[src/rtl/cgra_exec_ctrl_pkg.sv]
// Shared types and defaults for the CGRA run sequencer: FSM state encoding,
// run-mode encodings and the PE finish lag used as the default drain length.
package cgra_exec_ctrl_pkg;

   typedef enum logic [2:0] {
      ST_IDLE  = 3'd0,
      ST_START = 3'd1,
      ST_EXEC  = 3'd2,
      ST_DRAIN = 3'd3,
      ST_DONE  = 3'd4
   } ctrl_state_t;

   localparam logic MODE32 = 1'b0;
   localparam logic MODE64 = 1'b1;

   // Cycles from the last context step until PE outputs settle.
   localparam int PE_FINISH_LAG = 9;

endpackage

[src/rtl/cgra_perf_cnt.sv]
// Saturating 32-bit event counter with synchronous clear (clear wins over enable).
module cgra_perf_cnt (
   input  logic        CLK,
   input  logic        RST,
   input  logic        clr,
   input  logic        en,
   output logic [31:0] cnt
);

   logic [31:0] cnt_reg;

   always_ff @(posedge CLK or negedge RST) begin
      if (!RST) begin
         cnt_reg <= '0;
      end else if (clr) begin
         cnt_reg <= '0;
      end else if (en && (cnt_reg != 32'hFFFF_FFFF)) begin
         cnt_reg <= cnt_reg + 32'd1;
      end
   end

   assign cnt = cnt_reg;

endmodule

[src/rtl/cgra_exec_ctrl.sv]
// Run sequencer for the PE array: broadcasts host context writes, issues start,
// walks the context steps with stall gating and waits out the PE drain before done.
// Optional performance counters are built when CGRA_CTRL_PERF_EN is defined.
module cgra_exec_ctrl
   import cgra_exec_ctrl_pkg::*;
#(
   parameter int PE_NUM_BITS   = 4,
   parameter int CTX_ADDR_BITS = 5,
   parameter int CTX_PE_BITS   = 32,
   parameter int CTX_IM_BITS   = 32,
   parameter int DRAIN_CYCLES  = PE_FINISH_LAG
) (
   input  logic                               CLK,
   input  logic                               RST,
   input  logic                               cfg_valid_in,
   output logic                               cfg_ready_out,
   input  logic                               cfg_sel_in,
   input  logic [PE_NUM_BITS+CTX_ADDR_BITS-1:0] cfg_addr_in,
   input  logic [31:0]                        cfg_data_in,
   input  logic                               run_req_in,
   input  logic                               run_mode_in,
   input  logic [CTX_ADDR_BITS-1:0]           run_len_in,
   input  logic                               stall_in,
   output logic                               busy_out,
   output logic                               done_out,
   output logic                               start_out,
   output logic                               Mode_out,
   output logic                               CTX_incr_out,
   output logic [PE_NUM_BITS+CTX_ADDR_BITS-1:0] CTX_PE_addra_out,
   output logic [CTX_PE_BITS-1:0]             CTX_PE_dina_out,
   output logic                               CTX_PE_ena_out,
   output logic                               CTX_PE_wea_out,
   output logic [PE_NUM_BITS+CTX_ADDR_BITS-1:0] CTX_IM_addra_out,
   output logic [CTX_IM_BITS-1:0]             CTX_IM_dina_out,
   output logic                               CTX_IM_ena_out,
   output logic                               CTX_IM_wea_out,
   output logic [31:0]                        cycle_cnt_out,
   output logic [31:0]                        stall_cnt_out
);

   localparam int CFG_ADDR_BITS = PE_NUM_BITS + CTX_ADDR_BITS;
   localparam int DRAIN_W       = $clog2(DRAIN_CYCLES + 1);

   ctrl_state_t              state_reg, state_next;
   logic [CTX_ADDR_BITS-1:0] step_reg, step_next;
   logic [CTX_ADDR_BITS-1:0] len_reg, len_next;
   logic [DRAIN_W-1:0]       drain_reg, drain_next;
   logic                     mode_reg, mode_next;
   logic                     ready_reg;
   logic                     cfg_fire;
   logic                     run_accept;

   logic [CFG_ADDR_BITS-1:0] pe_addr_reg, im_addr_reg;
   logic [CTX_PE_BITS-1:0]   pe_din_reg;
   logic [CTX_IM_BITS-1:0]   im_din_reg;
   logic                     pe_en_reg, im_en_reg;

   // ready is registered so it reads 0 while RST is held; it is 1 only in IDLE.
   assign cfg_fire   = cfg_valid_in & ready_reg;
   assign run_accept = run_req_in & ready_reg & ~cfg_valid_in;

   always_ff @(posedge CLK or negedge RST) begin
      if (!RST) begin
         state_reg <= ST_IDLE;
         step_reg  <= '0;
         len_reg   <= '0;
         drain_reg <= '0;
         mode_reg  <= 1'b0;
         ready_reg <= 1'b0;
      end else begin
         state_reg <= state_next;
         step_reg  <= step_next;
         len_reg   <= len_next;
         drain_reg <= drain_next;
         mode_reg  <= mode_next;
         ready_reg <= (state_next == ST_IDLE);
      end
   end

   always_comb begin
      state_next   = state_reg;
      step_next    = step_reg;
      len_next     = len_reg;
      drain_next   = drain_reg;
      mode_next    = mode_reg;
      start_out    = 1'b0;
      busy_out     = 1'b0;
      done_out     = 1'b0;
      CTX_incr_out = 1'b0;
      case (state_reg)
         ST_IDLE: begin
            if (run_accept) begin
               mode_next  = run_mode_in;
               len_next   = run_len_in;
               step_next  = '0;
               state_next = ST_START;
            end
         end
         ST_START: begin
            start_out  = 1'b1;
            busy_out   = 1'b1;
            drain_next = '0;
            state_next = ST_EXEC;
         end
         ST_EXEC: begin
            busy_out     = 1'b1;
            CTX_incr_out = ~stall_in;
            // Compare before incrementing so run_len = all-ones never wraps.
            if (!stall_in) begin
               if (step_reg == len_reg) begin
                  state_next = ST_DRAIN;
               end else begin
                  step_next = step_reg + 1'b1;
               end
            end
         end
         ST_DRAIN: begin
            busy_out = 1'b1;
            if (drain_reg == DRAIN_W'(DRAIN_CYCLES - 1)) begin
               state_next = ST_DONE;
            end else begin
               drain_next = drain_reg + 1'b1;
            end
         end
         ST_DONE: begin
            done_out   = 1'b1;
            state_next = ST_IDLE;
         end
         default: state_next = ST_IDLE;
      endcase
   end

   // Context writes are broadcast; each PE decodes its own index from the address.
   always_ff @(posedge CLK or negedge RST) begin
      if (!RST) begin
         pe_addr_reg <= '0;
         pe_din_reg  <= '0;
         pe_en_reg   <= 1'b0;
         im_addr_reg <= '0;
         im_din_reg  <= '0;
         im_en_reg   <= 1'b0;
      end else begin
         pe_en_reg <= cfg_fire & ~cfg_sel_in;
         im_en_reg <= cfg_fire & cfg_sel_in;
         if (cfg_fire && !cfg_sel_in) begin
            pe_addr_reg <= cfg_addr_in;
            pe_din_reg  <= cfg_data_in[CTX_PE_BITS-1:0];
         end
         if (cfg_fire && cfg_sel_in) begin
            im_addr_reg <= cfg_addr_in;
            im_din_reg  <= cfg_data_in[CTX_IM_BITS-1:0];
         end
      end
   end

   assign cfg_ready_out    = ready_reg;
   assign Mode_out         = mode_reg;
   assign CTX_PE_addra_out = pe_addr_reg;
   assign CTX_PE_dina_out  = pe_din_reg;
   assign CTX_PE_ena_out   = pe_en_reg;
   assign CTX_PE_wea_out   = pe_en_reg;
   assign CTX_IM_addra_out = im_addr_reg;
   assign CTX_IM_dina_out  = im_din_reg;
   assign CTX_IM_ena_out   = im_en_reg;
   assign CTX_IM_wea_out   = im_en_reg;

`ifdef CGRA_CTRL_PERF_EN
   logic [1:0]  perf_en;
   logic [31:0] perf_cnt [2];

   assign perf_en[0] = busy_out;
   assign perf_en[1] = (state_reg == ST_EXEC) & stall_in;

   for (genvar gi = 0; gi < 2; gi++) begin : g_perf
      cgra_perf_cnt u_perf_cnt (
         .CLK (CLK),
         .RST (RST),
         .clr (run_accept),
         .en  (perf_en[gi]),
         .cnt (perf_cnt[gi])
      );
   end

   assign cycle_cnt_out = perf_cnt[0];
   assign stall_cnt_out = perf_cnt[1];
`else
   assign cycle_cnt_out = 32'd0;
   assign stall_cnt_out = 32'd0;
`endif

endmodule
[config.mk]
export PLATFORM = sky130hd
export DESIGN_NAME = cgra_exec_ctrl
export DESIGN_NICKNAME = d
export VERILOG_FILES = /design/src/rtl/cgra_exec_ctrl_pkg.sv /design/src/rtl/cgra_perf_cnt.sv /design/src/rtl/cgra_exec_ctrl.sv
export SDC_FILE = /design/constraint.sdc
export NUM_CORES = 1
export LEC_CHECK = 0
export ABC_CLOCK_PERIOD_IN_PS = 1500
export BUFFER_PORTS_ARGS = -buffer_cell sky130_fd_sc_hd__buf_4
export CAP_MARGIN = 20
export CORE_ASPECT_RATIO = 0.5
export CORE_UTILIZATION = 47
export CTS_CLUSTER_DIAMETER = 100
export DETAILED_ROUTE_END_ITERATION = 8
export GPL_TIMING_DRIVEN = 0
export PLACE_DENSITY = 0.8
export SLEW_MARGIN = 20
export SYNTH_ARGS = -nofsm -noshare
export SYNTH_HDL_FRONTEND = slang
export SYNTH_SLANG_ARGS = --single-unit
export TNS_END_PERCENT = 50
[constraint.sdc]
create_clock -name CLK -period 1.5 [get_ports CLK]
set_input_delay 0.075 -clock CLK [delete_from_list [all_inputs] [get_ports CLK]]
set_output_delay 0.075 -clock CLK [all_outputs]
set_load 0.01 [all_outputs]
# Word-level counts from Yosys, hierarchy flattened
# Index checks and enable logic that the tools add are counted.
# Widths: inputs -> output; s select.
[totals] in_bits=53 out_inout_bits=156 word_cells=58 regBits=103
[classes] bitwise_logic=8 n_mux=15 reduce_logical=11 eq_ne=10 addsub=2
[op_table] cell="$mux 5" n=3
[op_table] cell="$mux 3" n=4
[op_table] cell="$pmux 3 s4" n=1
[op_table] cell="$pmux 5 s2" n=1
[op_table] cell="$ne 2x2->1 const B" n=4
[op_table] cell="$pmux 4 s2" n=1
[op_table] cell="$eq 3x2->1 const B" n=2
[op_table] cell="$logic_not 3->1" n=2
[op_table] cell="$add 5x1->5 const B" n=1
[op_table] cell="$and 1x1->1" n=5
[op_table] cell="$eq 5x5->1" n=1
[op_table] cell="$add 4x1->4 const B" n=1
[op_table] cell="$eq 4x4->1 const B" n=1
[op_table] cell="$mux 1" n=4
[op_table] cell="$mux 4" n=1
[op_table] cell="$reduce_and 2->1" n=2
[op_table] cell="$reduce_and 4->1" n=1
[op_table] cell="$reduce_bool 2->1" n=2
[op_table] cell="$eq 3x1->1 const B" n=1
[op_table] cell="$eq 3x3->1 const B" n=1
[op_table] cell="$not 1->1" n=3
[op_table] cell="$reduce_or 3->1" n=1
[op_table] cell="$logic_and 1x1->1" n=2
[op_table] cell="$logic_not 1->1" n=1

# Depth between registers and ports, before layout
[logic_depth] ltp_word=5 ltp_mapped=6 mapped_depth_nobuf=6

# Worst setup path before layout
# Ideal clock, no wire load.
[synth_timing] kind="register -> register" from="reg state_reg[2]" to="reg step_reg[3]" t_required_ps=1375 path_buffers=0 stages_incl_launch_ff=5 synth_period_minus_slack_ps=1391 setup_ps=125 arrival_time_ps=1265 path_slack_ps=109 cell_sequence="dfrtp_1 > nor4b_4 > and4_1 > o21ai_1 > mux2i_1"
[synth_between] elab_chain_len=3 elab_cells_between_ends=8 cone_classes="4 x eq/ne; 1 x mux; 3 x reduce/logical"
[synth_lines] item="from (decl)" line="cgra_exec_ctrl.sv:44" source="ctrl_state_t state_reg, state_next;"
[synth_lines] item="from (signal assigned)" line="cgra_exec_ctrl.sv:71" source="state_reg <= state_next;"
[synth_lines] item="$eq 3x2->1 / $logic_not 3->1 (equally long branches)" line="cgra_exec_ctrl.sv:90" source="case (state_reg)"
[synth_lines] item="$ne 2x2->1 (no line) / $reduce_bool 2->1 (equally long branches)"
[synth_lines] item="$reduce_and 4->1 (no line)"
[synth_lines] item="to (signal assigned)" line="cgra_exec_ctrl.sv:72" source="step_reg <= step_next;"
[synth_lines] item="to (decl)" line="cgra_exec_ctrl.sv:45" source="logic [CTX_ADDR_BITS-1:0] step_reg, step_next;"
# Parallel ways exist; a longest one is shown, timed or not.
# A chain may end at the register's enable or synchronous reset.

# Worst setup path after layout
[layout_timing] from="reg state_reg[0]" to="out CTX_incr_out"
[layout_between] elab_chain_len=2
[layout_lines] item="$eq 3x2->1" line="cgra_exec_ctrl.sv:90"
[layout_lines] item="$mux 1" line="cgra_exec_ctrl.sv:90"
[layout_lines] item="to (decl)" line="cgra_exec_ctrl.sv:28" source="output logic CTX_incr_out,"
# Every way passes these cells.

==> summary.md <==
| Metric | Value |
|---|---|
| Outcome | `finished, final reports clean` |
| Chip Width | `141 um` |
| FMAX | `0.681 GHz` |
| Initial antenna violation count | `0` |
| Largest net degree at the start of global routing | `104` |
| Synth Warn # | `0` |
| Sequential area share after synthesis | `0.568` |
| Crit path kind | `register to output pin` |
| Grt total ovfl | `0` |
| Initial Utilization | `0.502` |
| Die Span Y | `71.5 um` |
| Critical-path maximum fanout | `6` |
| Clock slew at reported path FFs | `0.07 ns` |
| 1st-iter DRT viols | `193` |
| Post-DRT Antenna Nets | `0` |
| Required time worst endpoint | `1.42 ns` |
| Top Ports | `209` |
| Max Slew Vio Count | `0` |
| Cell Chain, Critical Path | `nor4b_4, buf_4` |
| GRT met3 Usage | `0.0622` |
| CP Launch Type | `register` |
| Synthesized cell area | `4540 um2` |
| WHS | `0.181 ns` |
| Pwr Density | `1700 nW/um2` |
| GR Util met1 | `0.263` |
| Vias in the first global route | `3622` |
| Share of cells above drive strength 1 | `0.432` |
| Family with the most delay on the worst path | `flip-flops` |
| Largest stage delay on the critical path | `0.45 ns` |
| Top cells by count, synth | `nand2_1 (133), dfrtp_1 (103), buf_4 (66)` |
| Hold Path Class | `primary input to register` |
| Die area | `10100 um2` |
| Area of placed instances | `6020 um2` |
| Layout area overhead | `51.5%` |
| Critical path buffer and inverter count | `1` |
| # diodes | `0` |
| Number of fill cells | `593` |
| Via count | `3691` |
| Slew margin rel. | `0.382` |
| Final worst slack | `0.0314 ns` |
| EDFF count, synth | `0` |
| M2 GR Usage | `0.447` |
| # rows | `24` |
| CTS buffer count | `9` |
| Reg2Reg Capture Point | `len_reg[2]` |
| Final setup fails | `0` |
| R2R Path Start | `state_reg[2]` |
| Final Hold Viols | `0` |
| CTS tree | `yes` |
| Fin crit period | `1.47 ns` |
| Final GP Congestion | `0.744` |
| Reg2reg setup slack | `0.05 ns` |
| # DRC | `0` |
| Final HPWL DP | `7670 um` |
| Reg2reg path depth | `5` |
| Avg Cell Area, Syn | `10.9 um2` |
| Most common cell in the netlist | `nand2_1` |
| CTS Sinks | `103` |
| PortBufs | `144` |
| # Max-Cap Violations | `0` |
| Hold path startpoint | `cfg_sel_in` |
| Post-synth cell types | `29` |
| Top FF cell, synth | `dfrtp_1` |
| Root buf cell | `clkbuf_16` |
| First-pass GRT wire length | `18200 um` |
| Wire length per cell | `14.4 um` |
| Clock Skew | `0.00509 ns` |
| Pre-CTS setup slack | `-0.0440 ns` |
| Crit path DAT | `1.39 ns` |
| Slowest cell on crit path | `dfrtp_2` |
| Total length of routed wires | `11800 um` |
| NumNets Final | `742` |
| Fin area | `6870 um2` |
| Min-Delay Path Depth | `3` |
| Area leader, netlist | `dfrtp_1` |
| CTS HTree Levels | `3` |
| Peak supply drop | `0.877 mV` |
| Async set-reset flop share out of synthesis | `1.00` |
| Worst Hold Endpoint | `CTX_IM_addra_out[0]` |
| Core Util, Final | `0.761` |
| Leak | `3.95 nW` |
| Placed insts | `752` |
| Final period util | `0.979` |
| Placeable Area | `9040 um2` |
| Unrepaired setup endpoints after global routing | `true` |
| #FFs+latches synth | `103` |
| CTS Buffer Depth | `2` |
| Clock Latency Late Sink | `0.35 ns` |
| Total chip power | `11.7 mW` |
| Drt first pass iters | `4` |
| Gr busiest metal | `met2` |
| Slew at the pin closest to its max-slew limit | `0.928 ns` |
| Gr usage total | `0.238` |
| Post-Syn Instances | `415` |
| Post-synth top area share | `0.568` |
| Final std cells w/o fill | `820` |
| Final setup TNS | `0 ns` |
| Ranking of synthesized cells by area | `dfrtp_1 (57%), mux2_2 (12%), nand2_1 (11%)` |
| Vias/cell | `4.50` |
| Critical Path End Type | `output pin` |
[routing by layer]
layer	share of wire	wire length (um)	vias to the layer above
met5	0	0	-
met4	0.026	311	0
met3	0.050	589	27
met2	0.54	6390	124
met1	0.38	4510	1797
li1	-	-	1743
[power by group]
group          switching, mW  total [mW]  leakage (nW)  internal, mW
Clock                   1.01        2.37         0.151          1.37
Combinational           2.12        4.59          2.41          2.46
Sequential             0.763        4.73          1.38          3.97
[repair_timing]
item | CTS | global route
endpoints found under the hold margin | 191 | 0
setup endpoints to repair | 21 | 86
hold buffers | 48 | 0
setup buffers | 2 | 3
pin swaps | 2 | 2
gates resized for setup | 7 | 14
[worst max-delay path by stage]
stage / start / endpoint / slack (ns) / depth (start not counted)
2_1_floorplan: state_reg[2] / step_reg[3] / 0.11 / 4
3_3_place_gp: state_reg[0] / len_reg[0] / -0.0006 / 4
3_5_place_dp: state_reg[0] / len_reg[2] / -0.04 / 4
4_1_cts: state_reg[2] / start_out / 0.006 / 3
5_1_grt: state_reg[0] / CTX_incr_out / -0.04 / 2
6_report: state_reg[0] / CTX_incr_out / 0.03 / 2
[cell type report]
cell class                      instances  area [um2]  share of cell area
Tap cell                              130         163              0.0237
Clock buffer                           11         253              0.0368
Sequential cell                       103        2580               0.375
Multi-Input combinational cell        290        1640               0.238
Inverter                                6        25.0             0.00364
Buffer                                 79         567              0.0825
Timing Repair Buffer                  197        1610               0.234
Clock inverter                          4        45.0             0.00655
[logic make-up (layout without fill, tap and decap cells)]
group	after synthesis	count (layout)	share of synthesized area
and+or+nand+nor	156	156	0.144
DFF	103	103	0.568
buffers and inverters	85	297	0.126
muxes	52	52	0.128
AOI/OAI and AO/OA	8	8	0.0113
xor gates and xnor gates	7	7	0.0135
adders and majority gates	3	3	0.00827
other	1	64	0.000827
[worst reg2reg max path, cell delays in order, from the launching register on]
cell and delay [ns]:
dfrtp_2 0.45, buf_4 0.15, nor2_2 0.09, nand4_1 0.17, buf_6 0.20, mux2_2 0.27
[layout by cell type, fill, tap and decap left out, types with 3 or more instances in the layout]
| cell type | count |
|---|---|
| buf_4 | 214 |
| nand2_1 | 133 |
| dfrtp_1 | 101 |
| conb_1 | 64 |
| dlygate4sd3_1 | 48 |
| mux2_2 | 47 |
| clkbuf_16 | 9 |
| xnor2_1 | 5 |
| nand3_1 | 5 |
| mux2i_1 | 5 |
| inv_1 | 4 |
| nor2_1 | 4 |
| clkbuf_2 | 4 |
| buf_6 | 3 |
| clkbuf_1 | 3 |
| o21ai_1 | 3 |
| ha_1 | 3 |
| clkinv_2 | 3 |
(Power assumes the default switching activity.)
